File: src/rtl/fetch_if.sv
// Fetch-stage bus bundle: ram read port plus redirect and the decode handshake.
interface fetch_if #(
    parameter int unsigned WIDTH     = 32,
    parameter int unsigned WORD_SIZE = 8
);
    logic [WORD_SIZE-1:0] mem_rd_addr;
    logic [WIDTH-1:0]     mem_data_in;
    logic                 redirect_valid;
    logic [WORD_SIZE-1:0] redirect_pc;
    logic                 instr_valid;
    logic                 instr_ready;
    logic [WIDTH-1:0]     instr_data;
    logic [WORD_SIZE-1:0] instr_pc;

    modport master (
        output mem_rd_addr, instr_valid, instr_data, instr_pc,
        input  mem_data_in, redirect_valid, redirect_pc, instr_ready
    );

    modport slave (
        input  mem_rd_addr, instr_valid, instr_data, instr_pc,
        output mem_data_in, redirect_valid, redirect_pc, instr_ready
    );
endinterface

File: src/rtl/fetch_unit.sv
// Instruction fetch: sequential reads from a 1-cycle synchronous ram into a small
// prefetch FIFO of {pc, word}, drained by decode; redirect flushes the stream.
module fetch_unit #(
    parameter int unsigned WIDTH     = 32,
    parameter int unsigned WORD_SIZE = 8,
    parameter int unsigned DEPTH     = 4,
    parameter int unsigned RESET_PC  = 0
) (
    input  logic     clk,
    input  logic     rst_n,
    fetch_if.master  bus
);
    localparam int unsigned PW = (DEPTH > 1) ? $clog2(DEPTH) : 1;
    localparam int unsigned CW = PW + 1;
    localparam logic [WORD_SIZE-1:0] RST_PC = WORD_SIZE'(RESET_PC);

    logic [WORD_SIZE-1:0] fetch_pc;
    logic [WORD_SIZE-1:0] inflight_pc;
    logic                 inflight;
    logic [PW-1:0]        rd_ptr;
    logic [PW-1:0]        wr_ptr;
    logic [CW-1:0]        count;
    logic [CW:0]          occupancy;
    logic                 head_valid;
    logic                 issue;
    logic                 push;
    logic                 pop;

    logic [WIDTH-1:0]     data_q [DEPTH];
    logic [WORD_SIZE-1:0] pc_q   [DEPTH];

    // Outstanding read reserves a slot so its response can never overflow the FIFO.
    always_comb begin
        head_valid = (count != '0);
        occupancy  = {1'b0, count} + (CW + 1)'(inflight);
        issue      = !bus.redirect_valid && (occupancy < (CW + 1)'(DEPTH));
        push       = inflight && !bus.redirect_valid;
        pop        = head_valid && bus.instr_ready && !bus.redirect_valid;
    end

    always_ff @(posedge clk or negedge rst_n) begin
        if (!rst_n) begin
            fetch_pc    <= RST_PC;
            inflight    <= 1'b0;
            inflight_pc <= '0;
            rd_ptr      <= '0;
            wr_ptr      <= '0;
            count       <= '0;
        end else begin
            inflight <= issue;
            if (issue) begin
                inflight_pc <= fetch_pc;
                fetch_pc    <= fetch_pc + 1'b1;
            end
            if (bus.redirect_valid) begin
                fetch_pc <= bus.redirect_pc;
                rd_ptr   <= '0;
                wr_ptr   <= '0;
                count    <= '0;
            end else begin
                if (push) wr_ptr <= wr_ptr + 1'b1;
                if (pop)  rd_ptr <= rd_ptr + 1'b1;
                case ({push, pop})
                    2'b10:   count <= count + 1'b1;
                    2'b01:   count <= count - 1'b1;
                    default: count <= count;
                endcase
            end
        end
    end

    always_ff @(posedge clk) begin
        if (push) begin
            data_q[wr_ptr] <= bus.mem_data_in;
            pc_q[wr_ptr]   <= inflight_pc;
        end
    end

    assign bus.mem_rd_addr = fetch_pc;
    assign bus.instr_valid = head_valid;
    assign bus.instr_data  = head_valid ? data_q[rd_ptr] : '0;
    assign bus.instr_pc    = head_valid ? pc_q[rd_ptr]   : '0;
endmodule

File: src/flat_wrapper.sv
// flat-port wrapper written by rule: the top's interface ports become plain ports
module fetch_unit_flat 
#(
    parameter int unsigned WIDTH     = 32,
    parameter int unsigned WORD_SIZE = 8,
    parameter int unsigned DEPTH     = 4,
    parameter int unsigned RESET_PC  = 0
)
  (clk, rst_n, bus_mem_rd_addr, bus_instr_valid, bus_instr_data, bus_instr_pc, bus_mem_data_in, bus_redirect_valid, bus_redirect_pc, bus_instr_ready);
  fetch_if #(.WIDTH(WIDTH), .WORD_SIZE(WORD_SIZE)) bus_i ();
  input  logic clk;
  input  logic rst_n;
  output wire logic [$bits(bus_i.mem_rd_addr)-1:0] bus_mem_rd_addr;
  output wire logic [$bits(bus_i.instr_valid)-1:0] bus_instr_valid;
  output wire logic [$bits(bus_i.instr_data)-1:0] bus_instr_data;
  output wire logic [$bits(bus_i.instr_pc)-1:0] bus_instr_pc;
  input wire logic [$bits(bus_i.mem_data_in)-1:0] bus_mem_data_in;
  input wire logic [$bits(bus_i.redirect_valid)-1:0] bus_redirect_valid;
  input wire logic [$bits(bus_i.redirect_pc)-1:0] bus_redirect_pc;
  input wire logic [$bits(bus_i.instr_ready)-1:0] bus_instr_ready;
  assign bus_mem_rd_addr = bus_i.mem_rd_addr;
  assign bus_instr_valid = bus_i.instr_valid;
  assign bus_instr_data = bus_i.instr_data;
  assign bus_instr_pc = bus_i.instr_pc;
  assign bus_i.mem_data_in = bus_mem_data_in;
  assign bus_i.redirect_valid = bus_redirect_valid;
  assign bus_i.redirect_pc = bus_redirect_pc;
  assign bus_i.instr_ready = bus_instr_ready;
  fetch_unit #(.WIDTH(WIDTH), .WORD_SIZE(WORD_SIZE), .DEPTH(DEPTH), .RESET_PC(RESET_PC)) u_core (.clk(clk), .rst_n(rst_n), .bus(bus_i));
endmodule
File: config.mk
export PLATFORM = sky130hd
export DESIGN_NAME = fetch_unit_flat
export DESIGN_NICKNAME = d
export VERILOG_FILES = /design/src/rtl/fetch_if.sv /design/src/rtl/fetch_unit.sv /design/src/flat_wrapper.sv
export SDC_FILE = /design/constraint.sdc
export NUM_CORES = 1
export LEC_CHECK = 0
export CAP_MARGIN = 20
export CORE_AREA = 3 3 123 125
export CTS_BUF_LIST = sky130_fd_sc_hd__clkbuf_2 sky130_fd_sc_hd__clkbuf_4 sky130_fd_sc_hd__clkbuf_8
export CTS_CLUSTER_DIAMETER = 50
export DETAILED_ROUTE_END_ITERATION = 8
export DIE_AREA = 0 0 126 128
export PLACE_DENSITY = 0.78
export SLEW_MARGIN = 15
export SYNTH_ARGS = -nofsm -noshare
export SYNTH_HDL_FRONTEND = slang
export SYNTH_SLANG_ARGS = --single-unit
File: constraint.sdc
create_clock -name clk -period 2.15 [get_ports clk]
set_input_delay 0.5375 -clock clk [delete_from_list [all_inputs] [get_ports clk]]
set_output_delay 0.5375 -clock clk [all_outputs]
set_load 0.01 [all_outputs]
==> results.toml <==
[global_route]
grtUsageMet1_pct = 24.1
grt_pass1_vias = 4059
use_met2_pct = 31.1
grt_first_pass_wirelength_um = 22500
grt_max_degree = 31
busiest_layer = "met2"
grt_use_total_pct = 18.6
antenna_found_initial = 1
gr-total-overflow = 0
met3_usage_pct = 4.83

[synthesis]
yosysSeqAreaShare_pct = 73.9
syn_area_per_cell_um2 = 20.1
ys.flop_type = "edfxtp_1"
synth-seq-cells = 184
yosysMostFrequentCell = "edfxtp_1"
yosysUniqueCellTypes = 32
synth_common_cells = "160 x edfxtp_1, 45 x and2_1, 40 x mux4_2, 24 x dfrtp_1, 10 x o21ai_0"
yosysTopAreaCell = "edfxtp_1"
syn_nets = 415
synth_edf_count = 160
synth.cell_area_mm2 = 0.00732
async_reset_ff_share_pct = 13.0
ys.warnings.count = 0
syn-instance-count = 365
synthTopCellsByArea = "edfxtp_1 66%, mux4_2 12%, dfrtp_1 8.2%, and2_1 3.8%, mux2_4 1.6%"
yosys.area.top_type_share_pct = 65.7

[detailed_routing]
routed_wl_um = 14000
drc = 0
first_pass_iters = 4
via_per_inst = 5.46
via_count = 3783
wl_per_cell_um = 20.3
final_antenna_net_count = 0
first_iter_violations = 318

[clock_network]
cts_tree = "done"
cts_root_buffer = "clkbuf_8"
cts_max_path_buffers = 2
h-tree-depth = 4
clock-sinks = 184
cts_inserted_buffers = 17
path_clk_slew_ps = 80
worstSkewPairLatency_ps = 450

[placed_design]
routabilityCongestion = 0.771
dp.cells = 651
post-place-ws_ps = -243
place_hpwl_um = 9050
port_buffers = 92

[timing]
fin_crit_ps = 2500
slew_viol_final = 0
rsz0062_at_grt = "true"
tightestPinTransition_ps = 447
slew_headroom_pct = 70.2
fin_crit_sh_pct = 116
fin_hold_ws_ps = 448
hold_viol_final = 0
max_clock_freq_mhz = 400
finalClockSkew_ps = 8.68
worst_slack_ps = -348
setup_viol_count_final = 40

[floorplanning]
initial_core_util_pct = 52.3
ioPinCount = 93
chipHeight_um = 128
row_count = 43
die_area_mm2 = 0.0161
core_mm2 = 0.0140
die_w_um = 126

[pwr]
leakagePower_nw = 3.35
power_mw = 9.76
peakVddDrop_v = 0.000573
powerDensity_mw_per_mm2 = 1030

[status]
violations = "setup timing"
outcome = "finished with violations"

[setup_path]
cp_slowest_cell = "dfrtp_4"
crit_chain = "buf_12 -> buf_12 -> mux4_2 -> and2_4 -> buf_6"
endpoint_kind = "output pin"
crit_required_ps = 1610
critical_path_class = "reg -> out"
cp_max_fo = 6
critPathArrivalTime_ps = 1960
crit_top_cell = "buf_12"
cp-start-kind = "flop"
crit_path_max_incr_delay_ps = 510

[job]
cap_violations = 0

[finish]
fin_nets = 550
final_layout_size_suffix_gt1_share_pct = 40.9
layout.cells.non_filler = 693
post-route-util_pct = 67.9
area_growth_pct = 29.8
antennaDiodeCount = 0

[min_path]
hold_path_class = "in -> async"
==> cell families after synthesis <==
kind of cell               share of synthesized area, %
xor gates and xnor gates                           1.56
AOI/OAI and AO/OA                                  1.44
DFF                                                73.9
buffers and inverters                              1.76
and+or+nand+nor                                    6.04
adders and majority gates                          1.13
muxes                                              14.2
==> worst max-delay path, delay by kind of cell (launching register included) <==
family / cells / cell delay [ps]
and+or+nand+nor: 1 / 160
DFF: 1 / 510
buffers and inverters: 3 / 390
muxes: 1 / 430
==> state kept, by name, indices dropped and copies added, names as in the netlist <==
name,count
u_core.data_q,128
u_core.pc_q,32
u_core.bus.mem_rd_addr,8
u_core.inflight_pc,8
u_core.count,3
u_core.rd_ptr,2
u_core.wr_ptr,2
u_core.inflight,1
==> timing repair <==
item                                    4_1_cts  5_1_grt
endpoints found under the setup margin       41       43
hold buffers                                  0        0
pin swaps                                    41        3
setup buffers                                 8        3
gates cloned                                  3        0
resized for setup                           210       33
==> metal layers <==
metal  part of all wire (%)  up-vias
met4                    1.3        2
met3                    6.4       18
met2                     53      126
li1                       -     1698
met1                     40     1939
met5                  0.093        -
==> cells in the final DEF (no fill, tap or decap), types with 2 or more instances in the layout <==
cell type and n:
edfxtp_1 160, clkdlybuf4s50_1 51, mux4_2 40, buf_6 35, and2_4 34, buf_12 22, dfrtp_1 21, clkbuf_8 19
buf_4 18, o21ai_0 10, nand2_1 9, xor2_1 8, mux2_4 8, and2_1 7, buf_2 6, xnor2_1 5
nor2_1 5, ha_1 5, clkbuf_4 5, and2_2 4, nand3_1 4, nor3_1 3, bufinv_16 3, clkinvlp_4 3
inv_1 2, and3_1 2, nand4_1 2, mux2i_1 2, buf_8 2, dfrtp_2 2
==> area by class of cell <==
type / count / area, um2
fillers: 932 / 4490
clock buffers: 24 / 299
well taps: 180 / 225
repair buffers: 135 / 1550
multi-input cells: 159 / 1880
flip-flops and latches: 184 / 5410
inverters: 3 / 11.3
clock inverters: 8 / 121
==> metrics by stage <==
step / TNS, ps / instance area (um2)
after CTS: -15780 / 9450
after detailed placement: -8540 / 8840
after global routing: -15440 / 9500
after floorplan: 0 / 7320
after global placement: -8100 / 8840
final: -12520 / 9500
==> path summary, 6_finish.rpt <==
kind | startpoint | slack [ps] | to | depth (start not counted)
min in group clk | u_core.inflight_pc[1] | 540 | u_core.pc_q[2][1] | 0
setup reg to reg | u_core.count[2] | 110 | u_core.count[2] | 8
hold / removal | rst_n | 450 | u_core.bus.mem_rd_addr[1] | 2
max in group asynchronous | rst_n | 1430 | u_core.rd_ptr[0] | 2
setup / recovery | u_core.rd_ptr[0] | -350 | bus_instr_pc[6] | 5
hold reg to reg | u_core.inflight_pc[1] | 540 | u_core.pc_q[2][1] | 0
==> where the power goes <==
group	switching, mW	internal (mW)	leakage, nW
combinational	1.16	1.79	1.40
clock	1.12	1.27	0.208
sequential	0.189	4.21	1.75
total	2.48	7.28	3.35
(Power assumes the default switching activity.)
